**config.mk**
```make
export PLATFORM = sky130hd
export DESIGN_NAME = weight_fetch_scheduler_flat
export DESIGN_NICKNAME = d
export VERILOG_FILES = /design/src/rtl/weight_fetch_scheduler_if.sv /design/src/rtl/weight_fetch_scheduler.sv /design/src/flat_wrapper.sv
export SDC_FILE = /design/constraint.sdc
export NUM_CORES = 1
export LEC_CHECK = 0
export ABC_AREA = 1
export CAP_MARGIN = 10
export CORE_MARGIN = 5
export CORE_UTILIZATION = 56
export CTS_CLUSTER_DIAMETER = 200
export CTS_CLUSTER_SIZE = 30
export DETAILED_ROUTE_END_ITERATION = 10
export PLACE_DENSITY = 0.95
export SETUP_SLACK_MARGIN = 0.4
export SYNTH_ARGS = -nofsm -noshare
export SYNTH_HDL_FRONTEND = slang
export SYNTH_SLANG_ARGS = --single-unit
```
**constraint.sdc**
```tcl
create_clock -name clk -period 6.4 [get_ports clk]
set_input_delay 1.28 -clock clk [delete_from_list [all_inputs] [get_ports clk]]
set_output_delay 1.28 -clock clk [all_outputs]
set_load 0.1 [all_outputs]
```
**src/rtl/weight_fetch_scheduler_if.sv**
```systemverilog
// ---------------------------------------------------------------------------
// weight_fetch_scheduler_if
//
// Purpose: bundles the request side (boot/spike/accumulator handshake) and the
// memory/accumulator side of the weight fetch scheduler.
//
// Signals:
//   boot_mode      scheduler input   high selects bias fetch, masks spikes
//   spike_in       scheduler input   per-neuron spike pulses
//   acc_ready      scheduler input   accumulator can accept data
//   mem_addr       scheduler output  weight memory read address
//   mem_en         scheduler output  read enable, one read per high cycle
//   data_valid     scheduler output  read data valid (mem_en delayed RD_LAT)
//   burst_start    scheduler output  first data_valid of a burst
//   burst_done     scheduler output  last data_valid of a burst
//   burst_id       scheduler output  granted neuron, 0 for bias
//   burst_is_bias  scheduler output  current burst is the bias burst
//   pending        scheduler output  pending-request register
//   overrun        scheduler output  spike hit an already-pending neuron
//
// Modports: master = scheduler, slave = environment driving the requests.
// ---------------------------------------------------------------------------
interface weight_fetch_scheduler_if #(
  parameter int N_NEURONS = 8,
  parameter int ADDR_W    = 10
);
  logic                 boot_mode;
  logic [N_NEURONS-1:0] spike_in;
  logic                 acc_ready;
  logic [ADDR_W-1:0]    mem_addr;
  logic                 mem_en;
  logic                 data_valid;
  logic                 burst_start;
  logic                 burst_done;
  logic [2:0]           burst_id;
  logic                 burst_is_bias;
  logic [N_NEURONS-1:0] pending;
  logic                 overrun;

  modport master (
    input  boot_mode, spike_in, acc_ready,
    output mem_addr, mem_en, data_valid, burst_start, burst_done,
           burst_id, burst_is_bias, pending, overrun
  );

  modport slave (
    output boot_mode, spike_in, acc_ready,
    input  mem_addr, mem_en, data_valid, burst_start, burst_done,
           burst_id, burst_is_bias, pending, overrun
  );
endinterface

```
**src/rtl/weight_fetch_scheduler.sv**
```systemverilog
// ---------------------------------------------------------------------------
// weight_fetch_scheduler
//
// Purpose: arbiter and sequencer for the single synaptic-weight read port.
// Spikes are collected into a pending register; one neuron at a time is
// granted and a BURST_LEN-word address burst is issued from its weight region
// (base = id * BURST_LEN). A rising edge of boot_mode (or boot_mode high at
// reset release) arms one bias burst from BIAS_BASE, which has priority.
// data_valid/burst_start/burst_done are the issue strobes delayed by RD_LAT so
// they line up with the returning read data.
//
// Ports:
//   clk    rising-edge clock
//   rst_n  asynchronous active-low reset
//   bus    weight_fetch_scheduler_if.master (see interface header)
//
// Build option:
//   WFS_ROUND_ROBIN_EN  defined   -> round-robin grant starting at pointer+1,
//                                    pointer moves to each neuron winner
//                       undefined -> fixed priority, lowest index wins
//
// State | meaning
// ------+-----------------------------------------------------------------
// IDLE  | waiting for acc_ready with an armed bias or a pending neuron
// GRANT | latch winner/base/id, clear its request, zero the word counter
// BURST | issue one read per acc_ready cycle, hold while acc_ready is low
// DRAIN | wait for the last read's data_valid to leave the pipe
// ---------------------------------------------------------------------------
module weight_fetch_scheduler #(
  parameter int N_NEURONS = 8,
  parameter int BURST_LEN = 15,
  parameter int ADDR_W    = 10,
  parameter int RD_LAT    = 2,
  parameter int BIAS_BASE = 120
) (
  input  logic clk,
  input  logic rst_n,
  weight_fetch_scheduler_if.master bus
);

  localparam int CNT_W = $clog2(BURST_LEN + 1);
  localparam int ID_W  = 3;
  localparam logic [N_NEURONS-1:0] ONE_HOT0 = N_NEURONS'(1);

  typedef enum logic [1:0] {
    S_IDLE  = 2'd0,
    S_GRANT = 2'd1,
    S_BURST = 2'd2,
    S_DRAIN = 2'd3
  } state_t;

  state_t               r_state;
  state_t               w_state_nxt;

  logic [N_NEURONS-1:0] r_pending;
  logic                 r_bias_armed;
  logic                 r_boot_q;
  logic [ADDR_W-1:0]    r_base;
  logic [CNT_W-1:0]     r_cnt;
  logic [ID_W-1:0]      r_burst_id;
  logic                 r_is_bias;
  logic                 r_overrun;
  logic [RD_LAT-1:0]    r_v_pipe;
  logic [RD_LAT-1:0]    r_first_pipe;
  logic [RD_LAT-1:0]    r_last_pipe;

`ifdef WFS_ROUND_ROBIN_EN
  logic [ID_W-1:0]      r_ptr;
`endif

  logic                 w_issue;
  logic                 w_first_word;
  logic                 w_last_word;
  logic                 w_last_out;
  logic                 w_grant;
  logic                 w_grant_bias;
  logic                 w_win_found;
  logic [ID_W-1:0]      w_win_id;
  logic [ID_W-1:0]      w_idx;
  logic [N_NEURONS-1:0] w_clr;
  logic [N_NEURONS-1:0] w_spike_masked;
  logic                 w_boot_rise;

  assign w_issue        = (r_state == S_BURST) && bus.acc_ready;
  assign w_first_word   = (r_cnt == '0);
  assign w_last_word    = (r_cnt == CNT_W'(BURST_LEN - 1));
  assign w_last_out     = r_last_pipe[RD_LAT-1];
  assign w_grant        = (r_state == S_GRANT);
  assign w_grant_bias   = w_grant && r_bias_armed;
  assign w_spike_masked = bus.boot_mode ? '0 : bus.spike_in;
  assign w_boot_rise    = bus.boot_mode && !r_boot_q;

  // Winner search over the pending register.
  always_comb begin
    w_win_found = 1'b0;
    w_win_id    = '0;
    w_idx       = '0;
`ifdef WFS_ROUND_ROBIN_EN
    for (int k = 1; k <= N_NEURONS; k++) begin
      w_idx = ID_W'((int'(r_ptr) + k) % N_NEURONS);
      if (!w_win_found && r_pending[w_idx]) begin
        w_win_found = 1'b1;
        w_win_id    = w_idx;
      end
    end
`else
    for (int k = 0; k < N_NEURONS; k++) begin
      w_idx = ID_W'(k);
      if (!w_win_found && r_pending[w_idx]) begin
        w_win_found = 1'b1;
        w_win_id    = w_idx;
      end
    end
`endif
  end

  // A bias grant leaves pending untouched.
  always_comb begin
    w_clr = '0;
    if (w_grant && !r_bias_armed && w_win_found) begin
      w_clr = ONE_HOT0 << w_win_id;
    end
  end

  always_comb begin
    w_state_nxt = r_state;
    case (r_state)
      S_IDLE: begin
        if (bus.acc_ready &&
            (r_bias_armed || ((|r_pending) && !bus.boot_mode))) begin
          w_state_nxt = S_GRANT;
        end
      end
      S_GRANT: w_state_nxt = S_BURST;
      S_BURST: begin
        if (w_issue && w_last_word) begin
          w_state_nxt = S_DRAIN;
        end
      end
      S_DRAIN: begin
        if (w_last_out) begin
          w_state_nxt = S_IDLE;
        end
      end
      default: w_state_nxt = S_IDLE;
    endcase
  end

  always_ff @(posedge clk or negedge rst_n) begin
    if (!rst_n) begin
      r_state <= S_IDLE;
    end else begin
      r_state <= w_state_nxt;
    end
  end

  // Requests: a spike in the grant cycle re-sets the bit being cleared.
  always_ff @(posedge clk or negedge rst_n) begin
    if (!rst_n) begin
      r_pending    <= '0;
      r_bias_armed <= 1'b0;
      r_boot_q     <= 1'b0;
      r_overrun    <= 1'b0;
    end else begin
      r_pending <= (r_pending & ~w_clr) | w_spike_masked;
      r_boot_q  <= bus.boot_mode;
      r_overrun <= |(w_spike_masked & r_pending);
      // r_boot_q resets low, so boot_mode high at release counts as an edge.
      if (w_boot_rise) begin
        r_bias_armed <= 1'b1;
      end else if (w_grant_bias) begin
        r_bias_armed <= 1'b0;
      end
    end
  end

  always_ff @(posedge clk or negedge rst_n) begin
    if (!rst_n) begin
      r_base     <= '0;
      r_cnt      <= '0;
      r_burst_id <= '0;
      r_is_bias  <= 1'b0;
    end else if (w_grant) begin
      r_cnt      <= '0;
      r_is_bias  <= r_bias_armed;
      r_burst_id <= r_bias_armed ? '0 : w_win_id;
      r_base     <= r_bias_armed ? ADDR_W'(BIAS_BASE)
                                 : ADDR_W'(w_win_id) * ADDR_W'(BURST_LEN);
    end else if (w_issue) begin
      r_cnt <= r_cnt + 1'b1;
    end
  end

`ifdef WFS_ROUND_ROBIN_EN
  always_ff @(posedge clk or negedge rst_n) begin
    if (!rst_n) begin
      r_ptr <= '0;
    end else if (w_grant && !r_bias_armed && w_win_found) begin
      r_ptr <= w_win_id;
    end
  end
`endif

  // Bit 0 is the newest issue; bit RD_LAT-1 lines up with returning data.
  always_ff @(posedge clk or negedge rst_n) begin
    if (!rst_n) begin
      r_v_pipe     <= '0;
      r_first_pipe <= '0;
      r_last_pipe  <= '0;
    end else begin
      r_v_pipe     <= RD_LAT'({r_v_pipe, w_issue});
      r_first_pipe <= RD_LAT'({r_first_pipe, w_issue && w_first_word});
      r_last_pipe  <= RD_LAT'({r_last_pipe, w_issue && w_last_word});
    end
  end

  assign bus.mem_en        = w_issue;
  assign bus.mem_addr      = (r_state == S_BURST) ? (r_base + ADDR_W'(r_cnt)) : '0;
  assign bus.data_valid    = r_v_pipe[RD_LAT-1];
  assign bus.burst_start   = r_first_pipe[RD_LAT-1];
  assign bus.burst_done    = r_last_pipe[RD_LAT-1];
  assign bus.burst_id      = r_burst_id;
  assign bus.burst_is_bias = r_is_bias;
  assign bus.pending       = r_pending;
  assign bus.overrun       = r_overrun;

endmodule

```
**src/flat_wrapper.sv**
```systemverilog
// flat-port wrapper written by rule: the top's interface ports become plain ports
module weight_fetch_scheduler_flat 
#(
  parameter int N_NEURONS = 8,
  parameter int BURST_LEN = 15,
  parameter int ADDR_W    = 10,
  parameter int RD_LAT    = 2,
  parameter int BIAS_BASE = 120
)
  (clk, rst_n, bus_boot_mode, bus_spike_in, bus_acc_ready, bus_mem_addr, bus_mem_en, bus_data_valid, bus_burst_start, bus_burst_done, bus_burst_id, bus_burst_is_bias, bus_pending, bus_overrun);
  weight_fetch_scheduler_if #(.N_NEURONS(N_NEURONS), .ADDR_W(ADDR_W)) bus_i ();
  input  logic clk;
  input  logic rst_n;
  input wire logic [$bits(bus_i.boot_mode)-1:0] bus_boot_mode;
  input wire logic [$bits(bus_i.spike_in)-1:0] bus_spike_in;
  input wire logic [$bits(bus_i.acc_ready)-1:0] bus_acc_ready;
  output wire logic [$bits(bus_i.mem_addr)-1:0] bus_mem_addr;
  output wire logic [$bits(bus_i.mem_en)-1:0] bus_mem_en;
  output wire logic [$bits(bus_i.data_valid)-1:0] bus_data_valid;
  output wire logic [$bits(bus_i.burst_start)-1:0] bus_burst_start;
  output wire logic [$bits(bus_i.burst_done)-1:0] bus_burst_done;
  output wire logic [$bits(bus_i.burst_id)-1:0] bus_burst_id;
  output wire logic [$bits(bus_i.burst_is_bias)-1:0] bus_burst_is_bias;
  output wire logic [$bits(bus_i.pending)-1:0] bus_pending;
  output wire logic [$bits(bus_i.overrun)-1:0] bus_overrun;
  assign bus_i.boot_mode = bus_boot_mode;
  assign bus_i.spike_in = bus_spike_in;
  assign bus_i.acc_ready = bus_acc_ready;
  assign bus_mem_addr = bus_i.mem_addr;
  assign bus_mem_en = bus_i.mem_en;
  assign bus_data_valid = bus_i.data_valid;
  assign bus_burst_start = bus_i.burst_start;
  assign bus_burst_done = bus_i.burst_done;
  assign bus_burst_id = bus_i.burst_id;
  assign bus_burst_is_bias = bus_i.burst_is_bias;
  assign bus_pending = bus_i.pending;
  assign bus_overrun = bus_i.overrun;
  weight_fetch_scheduler #(.N_NEURONS(N_NEURONS), .BURST_LEN(BURST_LEN), .ADDR_W(ADDR_W), .RD_LAT(RD_LAT), .BIAS_BASE(BIAS_BASE)) u_core (.clk(clk), .rst_n(rst_n), .bus(bus_i));
endmodule
```
==> flow_summary.ini <==
[global_routing]
grt_overflow = 0
antenna_found_initial = 0
grt_max_degree = 34
grt_pass1_wl_um = 7780
first_global_vias = 1722
track_usage_pct = 19.7

[cells_and_area]
multiInputGateArea_mm2 = 0.00101
drive_above_1_share_pct = 7.53
layoutNonFillerInstCount = 325
area_growth_pct = 24.1
post-route-util_pct = 73.4
seq_area_um2 = 826
final_area_mm2 = 0.00249
fillers = 218
num_antenna_cells = 0
final_nets = 314

[die]
io-pin-count = 39
num_rows = 21
die_y_um = 69.8
initial_core_util_pct = 59.1
dieArea_mm2 = 0.00488
fp.dieW_um = 69.8
coreArea_mm2 = 0.00339

[route]
routed_wl_um = 4480
first_pass_iters = 4
vias = 1720
dr.first_iter.drc_count = 94
wl_per_cell_um = 13.8
via_per_inst = 5.29
drc = 0
postRouteAntennaNets = 0

[synth]
yosysWarnings = 0
yosysSeqAreaShare_pct = 41.2
ys.flop_type = dfrtp_1
synth.distinct_cells = 32
syn_inst = 238
syn-mean-instance-area_um2 = 8.42
synth-async-reset-ratio_pct = 100
synth.cell_area_mm2 = 0.00200
ys_seq_elements = 33
synth-edff-count = 0

[sta]
slew_viol_final = 0
rsz0062_at_grt = no
relSlewSlack_pct = 32.9
setup_tns_ns = 0
fin_skew_ns = 0.00440
achievable-frequency_ghz = 0.222
finalCritPeriodShare_pct = 70.5
setup_viol = 0
period_minus_slack_ns = 4.51
hold_violations = 0
tightest_slew_ns = 1.00

[run_status]
status = completed

[setup_path]
r2r_start = u_core.bus.pending[0]$_DFF_PN0_
critPathCaptureType = output pin
cp.required_ns = 5.12
worstPathArrival_ns = 3.23
crit_fanout = 6
r2r_end = u_core.r_base[4]$_DFFE_PN0P_
startpoint_type = input port
crit_type = input port to output pin
reg2reg_slack_ns = 3.63
reg2reg_depth = 11

[power]
p_leak_nw = 1.21
ir_drop_v = 0.000216
power_density_mw_per_mm2 = 436
power_w = 0.00109

[clock_tree]
cts_buffer_depth = 2
cts_hold_buf = 0
ctsResizeCount = 0
insertion_delay_ns = 0.34
clk_pin_slew_ns = 0.10
post_cts_buffers = 0
htree_levels = 2
cts_buffers = 5
cts-root-buf = clkbuf_4
cts_tree = yes
clock_sinks = 33

[min_path]
worst_hold_path.endpoint = u_core.r_last_pipe[1]$_DFF_PN0_
holdPathStages = 0
holdCritPathClass = flip-flop to flip-flop
hp-start = u_core.r_last_pipe[0]$_DFF_PN0_

[placed_design]
portBuffers = 36
place_inst = 317
routabilityCongestion = 0.883
dp_hpwl_um = 3330
placed_cell_area_mm2 = 0.00240

[job]
maxCapViolCount = 0
-- worst max-delay path, cell delays in order --
cell	delay, ns
clkdlybuf4s50_1	0.49
nand2_1	0.15
inv_1	0.17
clkdlybuf4s50_1	1.15
-- through the flow --
step | hold WS [ns] | setup slack, ns
4_1_cts | 0.360 | 1.89
3_3_place_gp | 0.333 | 1.94
6_report | 0.364 | 1.89
2_1_floorplan | 0.331 | 2.33
3_5_place_dp | 0.337 | 1.89
5_1_grt | 0.382 | 1.79
-- kinds of logic after synthesis --
group,synth area share (%)
and+or+nand+nor,19.8
AOI/OAI and AO/OA,13.2
buffers and inverters,8.74
DFF,41.2
adders and majority gates,16.5
xor gates and xnor gates,0.437
other,0.187
-- worst max-delay path by stage --
stage / start / endpoint / slack [ns] / cells past startpoint
3_3_place_gp: bus_acc_ready / bus_mem_en / 1.94 / 4
6_report: bus_acc_ready / bus_mem_en / 1.89 / 4
3_5_place_dp: bus_acc_ready / bus_mem_en / 1.89 / 4
5_1_grt: u_core.r_cnt[0]$_DFFE_PN0P_ / bus_mem_addr[6] / 1.79 / 10
4_1_cts: bus_acc_ready / bus_mem_en / 1.89 / 4
2_1_floorplan: u_core.r_cnt[0]$_DFFE_PN0P_ / bus_mem_addr[4] / 2.33 / 7
-- metal layers --
layer  global-route usage (%)  routed length, µm  up-vias
met4                     8.72                102        0
met2                     34.4               2300       53
met3                     4.64                233       12
met5                        0                  0        -
li1                         -                  -      841
met1                     22.8               1840      814
-- layout make-up --
| cell class | count | area share, % |
|---|---|---|
| Multi-Input combinational cell | 164 | 40.5 |
| Timing Repair Buffer | 37 | 14.8 |
| Sequential cell | 33 | 33.2 |
| Inverter | 37 | 5.78 |
| Tap cell | 46 | 2.31 |
| Clock inverter | 1 | 1.21 |
| Clock buffer | 7 | 2.21 |
-- flip-flops by register name, summed over array words and instances, names as in the netlist, 2 cells and up --
signal and count:
u_core.r_v_pipe 2, u_core.bus.burst_id 3, u_core.r_base 6, u_core.r_last_pipe 2
u_core.r_first_pipe 2, u_core.bus.pending 8, u_core.r_cnt 4, u_core.r_state 2
-- synthesized netlist by cell type (2+ instances only) --
cell / count / area (µm²)
a21oi_1: 13 / 65.1
o22ai_1: 2 / 12.5
nand2_1: 46 / 173
inv_1: 33 / 124
nand2_2: 3 / 18.8
ha_1: 20 / 250
o21ai_1: 9 / 45.0
nand3_1: 8 / 40.0
buf_4: 3 / 22.5
o21ai_0: 16 / 80.1
dfrtp_1: 33 / 826
inv_4: 2 / 12.5
nor2_1: 25 / 93.8
inv_2: 2 / 7.51
nor3_1: 3 / 15.0
fa_1: 4 / 80.1
-- power breakdown --
part	leakage (nW)	switching (W)	internal, W
Sequential	0.387	0.0000522	0.000261
Clock	0.0455	0.0000714	0.0000933
Combinational	0.774	0.000445	0.000162
Total	1.21	0.000569	0.000516
-- cell usage in the layout, fill, tap and decap left out, drive strengths merged, types with 2 or more instances in the layout --
cell type,n
clkbuf,7
inv,37
a31oi,2
o21ai,25
fa,4
ha,20
clkdlybuf4s50,36
nand3,8
nor3,3
nor2,28
conb,2
nand2,49
o22ai,2
dfrtp,33
a21oi,13
(Power assumes the default switching activity.)
